**config.mk**
```make
export PLATFORM = sky130hd
export DESIGN_NAME = uart_fifo_sync
export DESIGN_NICKNAME = d
export VERILOG_FILES = /design/src/rtl/uart_pkg.sv /design/src/rtl/uart_fifo_mem.sv /design/src/rtl/uart_fifo_sync.sv
export SDC_FILE = /design/constraint.sdc
export NUM_CORES = 1
export LEC_CHECK = 0
export CORE_MARGIN = 2
export CORE_UTILIZATION = 63
export DETAILED_ROUTE_END_ITERATION = 7
export DONT_BUFFER_PORTS = 1
export PLACE_DENSITY = 0.79
export SLEW_MARGIN = 20
export SYNTH_ARGS = -nofsm -noshare
export SYNTH_HDL_FRONTEND = slang
export SYNTH_HIERARCHICAL = 1
export SYNTH_SLANG_ARGS = --single-unit
```
**constraint.sdc**
```tcl
create_clock -name clk_i -period 2.75 [get_ports clk_i]
set_input_delay 0.275 -clock clk_i [delete_from_list [all_inputs] [get_ports clk_i]]
set_output_delay 0.275 -clock clk_i [all_outputs]
set_load 0.02 [all_outputs]
```
**src/rtl/uart_pkg.sv**
```systemverilog
// uart_pkg: shared defaults and types for the UART FIFO datapath.
//   UART_DATA_W        default FIFO data width
//   UART_FIFO_DEPTH    default FIFO depth (power of two)
//   uart_fifo_status_t status bundle consumed by the register block
package uart_pkg;

  localparam int unsigned UART_DATA_W     = 8;
  localparam int unsigned UART_FIFO_DEPTH = 16;

  typedef struct packed {
    logic full;
    logic empty;
    logic thresh;
    logic overflow;
    logic underflow;
  } uart_fifo_status_t;

endpackage

```
**src/rtl/uart_fifo_mem.sv**
```systemverilog
// uart_fifo_mem: DEPTH x DATA_W storage for uart_fifo_sync.
// One synchronous write port and one registered read port. The array itself
// is not reset so it can be replaced by a macro RAM; only the read register is.
// Ports:
//   clk_i, rst_ni     clock, async active-low reset (read register only)
//   wr_en_i           write strobe
//   wr_addr_i         write address
//   wr_data_i         write data
//   rd_en_i           read strobe, loads rd_data_o from rd_addr_i
//   rd_addr_i         read address
//   rd_data_o         registered read data, holds when rd_en_i is low
module uart_fifo_mem #(
  parameter  int unsigned DATA_W = 8,
  parameter  int unsigned DEPTH  = 16,
  localparam int unsigned AW     = $clog2(DEPTH)
) (
  input  logic              clk_i,
  input  logic              rst_ni,
  input  logic              wr_en_i,
  input  logic [AW-1:0]     wr_addr_i,
  input  logic [DATA_W-1:0] wr_data_i,
  input  logic              rd_en_i,
  input  logic [AW-1:0]     rd_addr_i,
  output logic [DATA_W-1:0] rd_data_o
);

  logic [DATA_W-1:0] mem [DEPTH];

  always_ff @(posedge clk_i) begin
    if (wr_en_i) begin
      mem[wr_addr_i] <= wr_data_i;
    end
  end

  // Read-before-write: a same-address write in the same cycle returns old data.
  always_ff @(posedge clk_i or negedge rst_ni) begin
    if (!rst_ni) begin
      rd_data_o <= '0;
    end else if (rd_en_i) begin
      rd_data_o <= mem[rd_addr_i];
    end
  end

endmodule

```
**src/rtl/uart_fifo_sync.sv**
```systemverilog
// uart_fifo_sync: parametrised synchronous FIFO for the UART TX/RX datapaths.
// Build option: define UART_FIFO_STICKY_ERR_EN to make overflow_o/underflow_o
// sticky until clear_i or reset; otherwise they are one-cycle pulses.
// Ports:
//   clk_i, rst_ni   clock, async active-low reset
//   clear_i         synchronous flush (priority over reads and writes)
//   wr_en_i, data_i write request and data
//   rd_en_i         read request; data_o valid one clock later
//   data_o          registered read data, rd_valid_o marks an update
//   full_o, empty_o occupancy flags, level_o occupancy 0..DEPTH
//   thresh_i        threshold (0 disables), thresh_o = level_o >= thresh_i
//   overflow_o      write attempted while full with no read accepted
//   underflow_o     read attempted while empty
module uart_fifo_sync
  import uart_pkg::*;
#(
  parameter  int unsigned DATA_W = UART_DATA_W,
  parameter  int unsigned DEPTH  = UART_FIFO_DEPTH,
  localparam int unsigned AW     = $clog2(DEPTH)
) (
  input  logic              clk_i,
  input  logic              rst_ni,
  input  logic              clear_i,
  input  logic              wr_en_i,
  input  logic [DATA_W-1:0] data_i,
  input  logic              rd_en_i,
  output logic [DATA_W-1:0] data_o,
  output logic              rd_valid_o,
  output logic              full_o,
  output logic              empty_o,
  output logic [AW:0]       level_o,
  input  logic [AW:0]       thresh_i,
  output logic              thresh_o,
  output logic              overflow_o,
  output logic              underflow_o
);

  localparam logic [AW:0] LVL_FULL = (AW+1)'(DEPTH);

  logic [AW-1:0]     wr_ptr;
  logic [AW-1:0]     rd_ptr;
  logic [AW:0]       level;
  logic              rd_valid;
  logic              ovf_q;
  logic              unf_q;
  uart_fifo_status_t status;

  logic rd_acc, wr_acc, rd_go, wr_go, ovf_ev, unf_ev;

  always_comb begin
    status           = '0;
    status.full      = (level == LVL_FULL);
    status.empty     = (level == '0);
    status.thresh    = (thresh_i != '0) && (level >= thresh_i);
    status.overflow  = ovf_q;
    status.underflow = unf_q;
  end

  // A read frees a slot in the same cycle, so a write at full is accepted
  // together with a read.
  always_comb begin
    rd_acc = rd_en_i && !status.empty;
    wr_acc = wr_en_i && (!status.full || rd_acc);
    rd_go  = rd_acc && !clear_i;
    wr_go  = wr_acc && !clear_i;
    ovf_ev = wr_en_i && status.full && !rd_acc;
    unf_ev = rd_en_i && status.empty;
  end

  always_ff @(posedge clk_i or negedge rst_ni) begin
    if (!rst_ni) begin
      wr_ptr   <= '0;
      rd_ptr   <= '0;
      level    <= '0;
      rd_valid <= 1'b0;
      ovf_q    <= 1'b0;
      unf_q    <= 1'b0;
    end else if (clear_i) begin
      wr_ptr   <= '0;
      rd_ptr   <= '0;
      level    <= '0;
      rd_valid <= 1'b0;
      ovf_q    <= 1'b0;
      unf_q    <= 1'b0;
    end else begin
      if (wr_acc) begin
        wr_ptr <= wr_ptr + AW'(1);
      end
      if (rd_acc) begin
        rd_ptr <= rd_ptr + AW'(1);
      end
      case ({wr_acc, rd_acc})
        2'b10:   level <= level + (AW+1)'(1);
        2'b01:   level <= level - (AW+1)'(1);
        default: level <= level;
      endcase
      rd_valid <= rd_acc;
`ifdef UART_FIFO_STICKY_ERR_EN
      ovf_q    <= ovf_q | ovf_ev;
      unf_q    <= unf_q | unf_ev;
`else
      ovf_q    <= ovf_ev;
      unf_q    <= unf_ev;
`endif
    end
  end

  uart_fifo_mem #(
    .DATA_W (DATA_W),
    .DEPTH  (DEPTH)
  ) u_mem (
    .clk_i     (clk_i),
    .rst_ni    (rst_ni),
    .wr_en_i   (wr_go),
    .wr_addr_i (wr_ptr),
    .wr_data_i (data_i),
    .rd_en_i   (rd_go),
    .rd_addr_i (rd_ptr),
    .rd_data_o (data_o)
  );

  assign rd_valid_o  = rd_valid;
  assign level_o     = level;
  assign full_o      = status.full;
  assign empty_o     = status.empty;
  assign thresh_o    = status.thresh;
  assign overflow_o  = status.overflow;
  assign underflow_o = status.underflow;

endmodule

```
==> results.json <==
{
  "avgSynthCellArea_sq_um": 17.7,
  "synth_edf_count": 128,
  "max_freq_ghz": 0.388,
  "post_cts_buffers": 0,
  "hold_ws_ns": 0.0166,
  "hold_violations": 0,
  "antenna-diode-count": 0,
  "layout-drive-gt1-share_pct": 23.7,
  "vias": 3460,
  "r2r_setup_slack_ns": 0.17,
  "p_leak_nw": 2.57,
  "hold_start": "rd_en_i",
  "synth_area_leaders": "edfxtp_1 59%, dfrtp_1 9.2%, mux4_2 9.0%, mux4_1 2.4%, nor2_1 2.1%",
  "grt_pass1_vias": 3581,
  "worstSetupPathType": "flip-flop to flip-flop",
  "dp_hpwl_microns": 8100,
  "syn_to_final_growth_pct": 13.2,
  "fp.dieArea_sq_um": 11200,
  "synth.distinct_cells": 53,
  "cts_buffers": 17,
  "post-route-min-period_ns": 2.58,
  "grt_pass1_wl_microns": 21000,
  "ys_ff_latch": 152,
  "nFillCells": 616,
  "grtUsageMet3_pct": 7.54,
  "reg2reg_from": "level_o[1]",
  "ys_async_sr_fraction_pct": 15.8,
  "gp_congestion": 0.801,
  "finalNonFillerCells": 545,
  "h-tree-depth": 4,
  "clkSinkCount": 152,
  "fin_crit_sh_pct": 93.7,
  "setup_violations": 0,
  "synth_cells": 368,
  "rows": 37,
  "ff2ff_path_depth": 8,
  "wl_per_cell_microns": 24.7,
  "rsz0062_at_grt": "no",
  "holdCritPathClass": "primary input to flip-flop",
  "yosys_warnings": 6,
  "cts_max_path_buffers": 2,
  "peakVddDrop_mv": 0.486,
  "dieWidth_microns": 106,
  "r2r_end": "level_o[3]",
  "clkSlewWorstSetupHoldPaths_ns": 0.06,
  "antenna_found_initial": 0,
  "endpoint_kind": "flip-flop",
  "setup-tns-final_ns": 0,
  "core_area_sq_um": 10200,
  "cp.required_ns": 3.17,
  "synthFlopType": "edfxtp_1",
  "critPathLaunchType": "flip-flop",
  "clkLatencyLatePin_ns": 0.53,
  "crit_end": "level_o[3]",
  "place_inst": 500,
  "worstSetupStartpoint": "level_o[1]",
  "synth_nets": 397,
  "met2_usage_pct": 43.1,
  "syn-cell-area_sq_um": 6510,
  "viasPerCell": 6.35,
  "status": "finished, final reports clean",
  "fp.dieH_microns": 106,
  "power_density_nw_per_um2": 848,
  "root_buffer": "clkbuf_8",
  "placed_area_sq_um": 6660,
  "first_pass_iters": 5,
  "cp_max_fo": 9,
  "antenna_left": 0,
  "worst_ep_arrival_time_ns": 3.00,
  "power_w": 0.00625,
  "drv_slew": 0,
  "start_util_pct": 63.9,
  "top_usage_layer": "met2",
  "drc_errors": 0,
  "drtIter0Drc": 285,
  "port_buffers": 0,
  "max-slew-margin-rel_pct": 39.3,
  "use_met1_pct": 35.2,
  "synth.largest_area_cell": "edfxtp_1",
  "io_pins": 37,
  "overflow": 0,
  "tritoncts": "yes",
  "grt_usage_pct": 26.5,
  "skew_ns": 0.00809,
  "yosysTopAreaCellShare_pct": 59.0,
  "routed_wirelength_microns": 13500,
  "fin_nets": 425,
  "yosysSeqAreaShare_pct": 68.3,
  "tightest_slew_ns": 0.907,
  "design_area_sq_um": 7370,
  "maxCapViolCount": 0,
  "grt_max_degree": 27
}
[timing repair]
| action | in CTS | in global routing |
|---|---|---|
| endpoints found under the setup margin | 0 | 1 |
| hold buffers | 13 | 0 |
| hold endpoints to repair | 166 | 0 |
| gates resized for setup | 0 | 2 |
[metal layers]
metal / up-vias / part of all wire [%]
li1: 1521 / -
met1: 1786 / 41
met2: 135 / 51
met3: 18 / 6.0
met4: 0 / 1.6
met5: - / 0
[cell usage in the layout (no fill, tap or decap), drive strengths merged, types with 2 or more instances in the layout]
master and instances:
nor2 37, xor2 5, xnor2 2, clkbuf 26, o211ai 4, inv 10, a211o 2, edfxtp 128
o21ai 4, nand2b 8, nor4 2, dlygate4sd3 12, dfrtp 24, nand2 7, mux4 32, nor3 9
nand3b 2, o22ai 9, mux2 2, and2 2, a21oi 6, mux2i 12, buf 17, clkinv 5
or2 2, nand3 2, or4 2, nor2b 2, and3 2, ha 10, a221oi 8
[per-stage QoR]
step	util, %	worst slack (ns)
after global routing	72.4	0.0484
after global placement	65.2	0.189
after CTS	72.3	0.0547
after detailed placement	65.3	0.0695
final	72.4	0.175
after floorplan	-	0.148
[cell families (layout without fill, tap and decap cells)]
| family | after synthesis | count (layout) | synth area share (%) |
|---|---|---|---|
| multiplexers | 46 | 46 | 13.6 |
| AND/OR/NAND/NOR | 82 | 82 | 6.34 |
| AO/OA/AOI/OAI | 40 | 40 | 5.61 |
| flip-flops | 152 | 152 | 68.3 |
| adder cells (fa/ha/maj) | 11 | 11 | 2.23 |
| buffers and inverters | 30 | 71 | 3.02 |
| XOR/XNOR | 7 | 7 | 0.942 |
[area by class of cell]
| class | instances | area [sq um] | area share, % |
|---|---|---|---|
| Clock buffer | 26 | 529 | 7.18 |
| Clock inverter | 6 | 36.3 | 0.492 |
| Inverter | 10 | 37.5 | 0.509 |
| Multi-Input combinational cell | 186 | 1890 | 25.7 |
| Sequential cell | 152 | 4440 | 60.3 |
| Tap cell | 136 | 170 | 2.31 |
| Timing Repair Buffer | 29 | 260 | 3.53 |
[where the power goes]
group | leakage [nW] | switching (W) | internal [W]
sequential | 1.46 | 0.000179 | 0.00263
clock | 0.282 | 0.000859 | 0.00130
combinational | 0.828 | 0.000754 | 0.000525
[how the worst min path moves through the flow]
stage | endpoint | cells after the start
finish | wr_ptr[0] | 3
detailed placement | u_mem/rd_data_o[4] | 0
global route | level_o[4] | 3
floorplan | level_o[0] | 0
CTS | level_o[2] | 3
global placement | u_mem/rd_data_o[4] | 0
[cells in the mapped netlist, types with 4 or more instances]
cell type / n
mux4_2: 26
clkbuf_1: 4
o22ai_1: 8
a21oi_1: 6
buf_6: 6
ha_1: 10
dfrtp_1: 24
o211ai_1: 4
nand2_1: 7
mux2i_1: 12
mux4_1: 6
nor3_1: 9
nor2_1: 37
inv_1: 10
xor2_1: 5
a221oi_2: 8
edfxtp_1: 128
nand2b_1: 8
buf_1: 5
[flip-flops by register name (all words and copies together) (netlist names)]
register	count
level_o	5
overflow_o	1
rd_ptr	4
rd_valid_o	1
u_mem/mem	128
u_mem/rd_data_o	8
underflow_o	1
wr_ptr	4
[worst max-delay path: stages (launching register included)]
cell and delay, ns:
dfrtp_1 0.38, or4_4 0.56, buf_4 0.20, o21ai_4 0.19, inv_1 0.11, ha_1 0.32
or2_2 0.30, and3_1 0.20, o41ai_2 0.21
No activity file was read; power rests on OpenSTA's default activity.
